===== src/rtl/risc_pkg.sv =====
// Shared RISC datapath types: ALU opcodes, the ID/EX stage state encoding
// and the operand entry held by the ID/EX skid buffer.
package risc_pkg;

  localparam int RISC_DATA_W = 32;
  localparam int RISC_REG_AW = 5;
  localparam int RISC_OP_W   = 4;

  typedef logic [RISC_OP_W-1:0] alu_op_t;

  localparam alu_op_t ALU_OP_ADD  = 4'd0;
  localparam alu_op_t ALU_OP_SUB  = 4'd1;
  localparam alu_op_t ALU_OP_AND  = 4'd2;
  localparam alu_op_t ALU_OP_OR   = 4'd3;
  localparam alu_op_t ALU_OP_XOR  = 4'd4;
  localparam alu_op_t ALU_OP_SLT  = 4'd5;
  localparam alu_op_t ALU_OP_SHLL = 4'd6;
  localparam alu_op_t ALU_OP_SHRL = 4'd7;
  localparam alu_op_t ALU_OP_SHRA = 4'd8;

  typedef enum logic [1:0] {
    ST_EMPTY = 2'd0,
    ST_ONE   = 2'd1,
    ST_TWO   = 2'd2
  } stage_state_t;

  typedef struct packed {
    logic [RISC_DATA_W-1:0] a_val;
    logic [RISC_DATA_W-1:0] b_val;
    logic [RISC_REG_AW-1:0] rs_addr;
    logic [RISC_REG_AW-1:0] rt_addr;
    logic                   use_imm;
    alu_op_t                alu_op;
    logic [RISC_REG_AW-1:0] rd_addr;
  } operand_entry_t;

  function automatic logic is_shift_op(input alu_op_t op);
    return (op == ALU_OP_SHLL) || (op == ALU_OP_SHRL) || (op == ALU_OP_SHRA);
  endfunction

endpackage


===== src/rtl/ex_fwd_mux.sv =====
// Writeback forwarding select: replaces a register value with the writeback
// data when the writeback targets the same nonzero register.
module ex_fwd_mux #(
  parameter int DATA_W = 32,
  parameter int REG_AW = 5
) (
  input  logic [REG_AW-1:0] addr,
  input  logic [DATA_W-1:0] data,
  input  logic              fwd_we,
  input  logic [REG_AW-1:0] fwd_addr,
  input  logic [DATA_W-1:0] fwd_data,
  output logic [DATA_W-1:0] result
);

  // r0 is hardwired zero and must never pick up a forwarded value
  assign result = (fwd_we && (fwd_addr == addr) && (addr != {REG_AW{1'b0}})) ? fwd_data : data;

endmodule


===== src/rtl/ex_operand_stage.sv =====
// ID/EX operand stage: forwarding capture into a 2-entry skid buffer.
// Optional macro SHAMT_MASK_EN limits shift amounts on op_b to 0-31.
module ex_operand_stage
  import risc_pkg::*;
#(
  parameter int DATA_W = RISC_DATA_W,
  parameter int REG_AW = RISC_REG_AW,
  parameter int OP_W   = RISC_OP_W
) (
  input  logic              clk,
  input  logic              rst,
  input  logic              flush,
  input  logic              in_valid,
  output logic              in_ready,
  input  logic [REG_AW-1:0] rs_addr,
  input  logic [REG_AW-1:0] rt_addr,
  input  logic [DATA_W-1:0] rs_data,
  input  logic [DATA_W-1:0] rt_data,
  input  logic [DATA_W-1:0] imm,
  input  logic              use_imm,
  input  logic [OP_W-1:0]   alu_op,
  input  logic [REG_AW-1:0] rd_addr,
  input  logic              fwd_we,
  input  logic [REG_AW-1:0] fwd_addr,
  input  logic [DATA_W-1:0] fwd_data,
  output logic              out_valid,
  input  logic              out_ready,
  output logic [DATA_W-1:0] op_a,
  output logic [DATA_W-1:0] op_b,
  output logic [OP_W-1:0]   out_alu_op,
  output logic [REG_AW-1:0] out_rd_addr
);

`ifdef SHAMT_MASK_EN
  localparam bit MASK_EN = 1'b1;
`else
  localparam bit MASK_EN = 1'b0;
`endif

  // Forwarded values also pass through here so a shift never sees bits above 4
  function automatic logic [DATA_W-1:0] shape_b(input alu_op_t op, input logic [DATA_W-1:0] b);
    if (MASK_EN && is_shift_op(op)) begin
      return {{(DATA_W-5){1'b0}}, b[4:0]};
    end else begin
      return b;
    end
  endfunction

  stage_state_t   state, state_nxt;
  operand_entry_t main_q, skid_q, main_nxt, skid_nxt, main_h, skid_h, cap_e;
  logic [DATA_W-1:0] cap_a, cap_rt, main_a, main_b, skid_a, skid_b;
  logic accept, pop;

  assign in_ready  = (state != ST_TWO);
  assign out_valid = (state != ST_EMPTY);
  assign accept    = in_valid & in_ready;
  assign pop       = out_valid & out_ready;

  ex_fwd_mux #(.DATA_W(DATA_W), .REG_AW(REG_AW)) u_cap_a (
    .addr(rs_addr), .data(rs_data), .fwd_we(fwd_we), .fwd_addr(fwd_addr), .fwd_data(fwd_data), .result(cap_a));
  ex_fwd_mux #(.DATA_W(DATA_W), .REG_AW(REG_AW)) u_cap_b (
    .addr(rt_addr), .data(rt_data), .fwd_we(fwd_we), .fwd_addr(fwd_addr), .fwd_data(fwd_data), .result(cap_rt));
  ex_fwd_mux #(.DATA_W(DATA_W), .REG_AW(REG_AW)) u_main_a (
    .addr(main_q.rs_addr), .data(main_q.a_val), .fwd_we(fwd_we), .fwd_addr(fwd_addr), .fwd_data(fwd_data), .result(main_a));
  ex_fwd_mux #(.DATA_W(DATA_W), .REG_AW(REG_AW)) u_main_b (
    .addr(main_q.rt_addr), .data(main_q.b_val), .fwd_we(fwd_we), .fwd_addr(fwd_addr), .fwd_data(fwd_data), .result(main_b));
  ex_fwd_mux #(.DATA_W(DATA_W), .REG_AW(REG_AW)) u_skid_a (
    .addr(skid_q.rs_addr), .data(skid_q.a_val), .fwd_we(fwd_we), .fwd_addr(fwd_addr), .fwd_data(fwd_data), .result(skid_a));
  ex_fwd_mux #(.DATA_W(DATA_W), .REG_AW(REG_AW)) u_skid_b (
    .addr(skid_q.rt_addr), .data(skid_q.b_val), .fwd_we(fwd_we), .fwd_addr(fwd_addr), .fwd_data(fwd_data), .result(skid_b));

  // Incoming entry and both held entries after this cycle's writeback forwarding
  always_comb begin
    cap_e         = '0;
    cap_e.a_val   = cap_a;
    cap_e.b_val   = shape_b(alu_op, use_imm ? imm : cap_rt);
    cap_e.rs_addr = rs_addr;
    cap_e.rt_addr = rt_addr;
    cap_e.use_imm = use_imm;
    cap_e.alu_op  = alu_op;
    cap_e.rd_addr = rd_addr;

    main_h        = main_q;
    main_h.a_val  = main_a;
    main_h.b_val  = main_q.use_imm ? main_q.b_val : shape_b(main_q.alu_op, main_b);
    skid_h        = skid_q;
    skid_h.a_val  = skid_a;
    skid_h.b_val  = skid_q.use_imm ? skid_q.b_val : shape_b(skid_q.alu_op, skid_b);
  end

  // Occupancy transitions; flush drops everything including a same-cycle accept
  always_comb begin
    state_nxt = state;
    main_nxt  = main_h;
    skid_nxt  = skid_h;
    if (flush) begin
      state_nxt = ST_EMPTY;
    end else begin
      case (state)
        ST_EMPTY: begin
          if (accept) begin
            main_nxt  = cap_e;
            state_nxt = ST_ONE;
          end else begin
            state_nxt = ST_EMPTY;
          end
        end
        ST_ONE: begin
          if (accept && pop) begin
            main_nxt = cap_e;
          end else if (accept) begin
            skid_nxt  = cap_e;
            state_nxt = ST_TWO;
          end else if (pop) begin
            state_nxt = ST_EMPTY;
          end else begin
            state_nxt = ST_ONE;
          end
        end
        ST_TWO: begin
          if (pop) begin
            main_nxt  = skid_h;
            state_nxt = ST_ONE;
          end else begin
            state_nxt = ST_TWO;
          end
        end
        default: state_nxt = ST_EMPTY;
      endcase
    end
  end

  // State and entry registers
  always_ff @(posedge clk) begin
    if (rst) begin
      state  <= ST_EMPTY;
      main_q <= '0;
      skid_q <= '0;
    end else begin
      state  <= state_nxt;
      main_q <= main_nxt;
      skid_q <= skid_nxt;
    end
  end

  assign op_a        = main_q.a_val;
  assign op_b        = main_q.b_val;
  assign out_alu_op  = main_q.alu_op;
  assign out_rd_addr = main_q.rd_addr;

endmodule


===== config.mk =====
export PLATFORM = sky130hd
export DESIGN_NAME = ex_operand_stage
export DESIGN_NICKNAME = d
export VERILOG_FILES = /design/src/rtl/risc_pkg.sv /design/src/rtl/ex_fwd_mux.sv /design/src/rtl/ex_operand_stage.sv
export SDC_FILE = /design/constraint.sdc
export NUM_CORES = 1
export LEC_CHECK = 0
export CAP_MARGIN = 20
export CORE_ASPECT_RATIO = 1.5
export CORE_MARGIN = 1
export CORE_UTILIZATION = 55
export DETAILED_ROUTE_END_ITERATION = 7
export PLACE_DENSITY = 0.92
export SLEW_MARGIN = 10
export SYNTH_ARGS = -nofsm -noshare
export SYNTH_HDL_FRONTEND = slang
export SYNTH_SLANG_ARGS = --single-unit

===== constraint.sdc =====
create_clock -name clk -period 3.7 [get_ports clk]
set_clock_uncertainty 0.1 [all_clocks]
set_input_delay 0.555 -clock clk [delete_from_list [all_inputs] [get_ports clk]]
set_output_delay 0.555 -clock clk [all_outputs]
set_load 0.02 [all_outputs]

==> results of run 1 <==
## routing by layer
metal / wire length (um) / GRT usage / part of all wire
met5: 0 / 0 / 0
met4: 1900 / 0.262 / 0.058
met3: 2910 / 0.0848 / 0.088
met2: 16400 / 0.605 / 0.50
met1: 11700 / 0.390 / 0.36
## stage by stage
| stage | instance area [sq um] | cells |
|---|---|---|
| 2_1_floorplan | 9720 | 1119 |
| 3_3_place_gp | 12000 | 1474 |
| 3_5_place_dp | 12000 | 1474 |
| 4_1_cts | 12600 | 1506 |
| 5_1_grt | 12600 | 1506 |
| 6_report | 12600 | 1506 |
## area by class of cell
type	instances	area, sq um	share of cell area
flip-flops and latches	170	3400	0.270
clock inverters	14	160	0.0127
clock buffers	18	439	0.0349
inverters	3	11.3	0.000895
multi-input cells	821	5660	0.450
repair buffers	267	2650	0.210
well taps	213	267	0.0212
## sequential cells by signal (all words and copies together), names as in the netlist
signal / cells
main_h: 11
out_rd_addr: 5
out_alu_op: 4
op_a: 32
state: 2
skid_q: 64
op_b: 32
skid_h: 20
## worst max-delay path, cell delays in order
cell and delay [ps]:
clkdlybuf4s50_1 680, nor2_1 130, o211ai_4 870, buf_4 400
mux2i_1 240, o221ai_1 160
## final timing paths
check	from	end	slack [ps]	cells past startpoint
worst max-delay path	fwd_addr[4]	op_b[24]	850	6
worst min-delay path	skid_h[7]	skid_h[7]	360	2
worst max register to register	main_h[10]	op_b[24]	1030	6
worst min register to register	skid_h[7]	skid_h[7]	360	2
## cell usage after synthesis, drive strengths merged (2+ instances only)
master,n
nor4b,32
xnor2,16
buf,59
nor2,27
o211ai,2
nand2,153
mux2i,127
nand2b,4
and3,3
a22oi,20
and2,3
or2,4
mux2,3
o31ai,31
o31a,31
dfxtp,170
a211oi,22
nand3,5
a21oi,54
o221ai,64
nor3,37
o41ai,2
o22ai,64
clkbuf,61
o21ai,65
dlygate4sd1,5
nor4,35
xor2,8
nor2b,2
inv,3
## power groups by stage
| stage | clock network [mW] | logic, mW | registers [mW] |
|---|---|---|---|
| floorplan | 0 | 0.484 | 2.02 |
| global route | 1.91 | 1.03 | 1.95 |
| global placement | 0 | 0.929 | 1.98 |
| finish | 1.84 | 0.974 | 1.95 |
| detailed placement | 0 | 0.950 | 1.99 |
| CTS | 1.83 | 0.958 | 1.94 |
## cells by family (layout without fill, tap and decap cells)
group,Yosys count,count (layout),share of synthesized area
AO/OA/AOI/OAI,359,359,0.264
AND/OR/NAND/NOR,308,308,0.157
flip-flops,170,170,0.350
multiplexers,130,130,0.134
XOR/XNOR,24,24,0.0216
buffers and inverters,128,302,0.0733
==> metrics, run 1 <==
outcome finished clean; CTS tree built; Antenna diodes 0; Final Hold Vio Count 0; most common cell after layout, fill and taps aside clkdlybuf4s50_1; H-Tree Depth 4; Startpoint Class input port; Flop pwr share 0.409; clock root buffer clkbuf_16; via count 10200; worst setup margin 852 ps; total track usage 0.356; Die Width 111 um; top cells by area, synth dfxtp_1 (35%), mux2i_1 (13%), nand2_1 (5.9%), o221ai_1 (4.8%), o22ai_1 (4.1%); Clock Power Share 0.386; Post-Synthesis Cell Area 9720 sq um; Crit. End Element register; DIE HEIGHT 165 um; clk buf depth 2; end-of-flow core utilization 0.725; Netlist cell types 51; PD cells 378 nW/um^2; drt first pass iters 8; Die ar. 18200 sq um; Hold WC Path Type reg -> reg; row count 59; number of global-route vias before repair 10200; DP Worst Slack 469 ps; #FFs+latches synth 170; # nets final between 1000 and 1500; share of cells above drive strength 1 0.0781; cell count after synthesis 1119; unrepaired setup endpoints after global routing false; most frequent cells in the layout clkdlybuf4s50_1 (232), dfxtp_1 (170), nand2_1 (150); largest net degree at the start of global routing 65; sequential area share after synthesis 0.350; hold-fix buffer count after cts 0; min cycle time layout between 2000 and 3000 ps; max cap viols 0; hold_ws 359 ps; Worst-path clk slew 70 ps; Num CTS Buffers 17; Synth Flop Type dfxtp_1; initial antenna violation count 0; IO Port Bufs about 230; Synth top area share 0.350; final WL 33000 um; DRC 0; Area Growth Syn to Fin 29.5%; slew at the pin closest to its max-slew limit about 1100 ps; postcts setup bufs 0; initial core utilization 0.560; max-slew violations 0; kind of critical path in -> reg; Core ar. 17300 sq um; CP required 3890 ps; Fillers 1218; Syn Area/Cell 8.68 sq um; Slew headroom 0.265; # resized after CTS 0; number of synthesized flops with an enable pin 0; antenna-violating nets left 0; Routed WL per cell 21.9 um; Sinks on Clock Net 170; Power, Total 4.76 mW; yosys warns 0; first-pass GRT wire length slightly above 50000 um; final cycle utilization of the critical path 0.770; drt via density 6.79; DRT iter0 DRCs 1100; Sw Share 0.297; Leak 4.58 nW; Mapped Nets roughly 1300; Achievable Freq ~350 MHz; Comb power frac 0.205; final setup vio count 0; Ports around 230; gr ovfl total 0; gpl congestion 0.932; post-synth top area cell dfxtp_1; final setup TNS 0 ps; post-DP HPWL about 21000 um; Worst Path Arrival 3030 ps; Clock Latency Late Sink around 440 ps; sw power approximately 1.4 mW; CP max FO 22; P_int 3.34 mW; Post-synth ARST share 0; worst vdd ir 0.287 mV
Power figures use the tool's default switching activity.
==> inputs of run 2 (changes only) <==
CORE_UTILIZATION = 51   (was 55)
PLACE_DENSITY = 0.87   (was 0.92)
clock period = 2.7 ns   (was 3.7 ns; I/O delays follow)
==> metrics, run 2 (synthesis results as in run 1) <==
row count between 60 and 70; gr ovfl total 0; DIE HEIGHT 171 um; final cell count without fillers between 1500 and 2000; Final Hold Vio Count 0; max-slew violations 0; PD cells 520 nW/um^2; Clock Latency Late Sink 430 ps; largest net degree at the start of global routing 64; CP max FO 17; placed cell count 1526; # resized after CTS 0; final setup vio count 0; R2R depth 6; most frequent cells in the layout clkdlybuf4s50_1 (232), dfxtp_1 (170), nand2_1 (150); via count 10200; Hold WC Path Type reg -> reg; Startpoint Class input port; Most Crowded Layer GR met2; max reg flops 64; final setup TNS 0 ps; Area after DPL 12300 sq um; final WL about 33000 um; Worst-path clk slew 60 ps; cell breakdown of the critical path clkdlybuf4s50_1 -> or2_0 -> o21a_1 -> buf_12 -> nor4_1 -> nor3_1 -> o22ai_1; Crit-path slowest cell clkdlybuf4s50_1; Design Area, Final 12900 sq um; drt first pass iters 8; met1 Usage GRT 0.383; outcome finished clean; share of cells above drive strength 1 0.0828; postcts setup bufs 0; Ports ~230; Top reg by flops skid_q; IO Port Bufs 233; Slew headroom 0.511; hold-fix buffer count after cts 0; Worst Path Arrival 2610 ps; Crit path max-delay family simple AND/OR/NAND/NOR gates; Area Growth Syn to Fin 32.8%; final cycle utilization of the critical path 0.878; number of global-route vias before repair around 10000; kind of critical path in -> reg; worst vdd ir 0.459 mV; initial core utilization 0.522; Die ar. 19600 sq um; worst reg2reg path endpoint op_a[8]; Core ar. about 19000 sq um; GR Util met3 0.0638; most common cell after layout, fill and taps aside clkdlybuf4s50_1; total track usage 0.335; end-of-flow core utilization 0.693; Leak between 4 and 5 nW; Num CTS Buffers 17; drt via density between 6 and 7; reg2reg start main_h[15]; max cap viols 0; antenna-violating nets left 0; CP Buf/Inv Count 2; min-delay src skid_h[7]; Die Width between 100 and 150 um; CP required between 2000 and 3000 ps; clk buf depth 2; post-DP HPWL 21600 um; first-pass GRT wire length 51400 um; Sinks on Clock Net 170; hold depth 2; CTS tree built; Hold Path Sink skid_h[7]; Routed WL per cell 21.1 um; slew at the pin closest to its max-slew limit roughly 730 ps; gpl congestion 0.889; initial antenna violation count 1; Crit. End Element register; unrepaired setup endpoints after global routing false; DRC 0; # nets final 1452; Max stage delay on crit path about 630 ps; DRT iter0 DRCs ~860; R2R setup slack 600 ps; H-Tree Depth 4; clock root buffer clkbuf_16; M2 GR Usage 0.562; Achievable Freq 422 MHz; min cycle time layout 2370 ps
## run 2: changes by cell type in the layout (fill, tap and decap cells not counted), moves of 2 or more
cell	before	now
buf_12	5	16
clkbuf_1	0	6
inv_6	4	0
bufinv_16	2	5
clkinv_4	3	0
buf_4	29	31
## run 2: where the power goes
group / total [mW] / internal, mW / switching, mW
Sequential: 2.67 / 2.60 / 0.0652
Combinational: 1.38 / 0.615 / 0.763
Clock: 2.66 / 1.66 / 1.00
## run 2: layout make-up
cell class / instances / area, sq um
Antenna cell: 1 / 2.50
Clock buffer: 24 / 462
Clock inverter: 7 / 165
Fill cell: 1451 / 5720
Inverter: 3 / 11.3
Multi-Input combinational cell: 821 / 5660
Sequential cell: 170 / 3400
Tap cell: 252 / 315
Timing Repair Buffer: 280 / 2880
## run 2: how the worst max path moves through the flow
stage | start | to | slack (ps) | cells past startpoint
after floorplan | fwd_addr[1] | op_a[11] | 700 | 7
after global placement | fwd_addr[1] | op_a[0] | 70 | 7
after detailed placement | fwd_addr[3] | op_a[2] | 10 | 7
after CTS | fwd_addr[4] | skid_q[39] | 400 | 7
after global routing | fwd_addr[4] | skid_q[39] | 270 | 7
final | fwd_addr[4] | skid_q[39] | 330 | 7
## run 2: stage by stage
stage,setup slack (ps),power [mW],hold WS [ps]
after global placement,66.6,4.04,342
after detailed placement,11.7,4.06,347
after global routing,271,6.91,368
after CTS,398,6.69,356
after floorplan,699,3.43,336
final,330,6.71,355
## run 2: tightest hold or removal path: stages, from the launching register on
cell     delay, ps
dfxtp_1        310
nand2_1         50
a21oi_1         50
## run 2: routing by layer
metal | wire (um) | share of wire
met5 | 0 | 0
met4 | 1880 | 0.057
met3 | 2720 | 0.083
met2 | 16300 | 0.50
met1 | 12000 | 0.36
==> inputs of run 3 (changes only) <==
HOLD_SLACK_MARGIN = 0.03   (was default)
==> results of run 3 <==
Same layout as run 2: the final DEF is identical, and so are final timing and power.
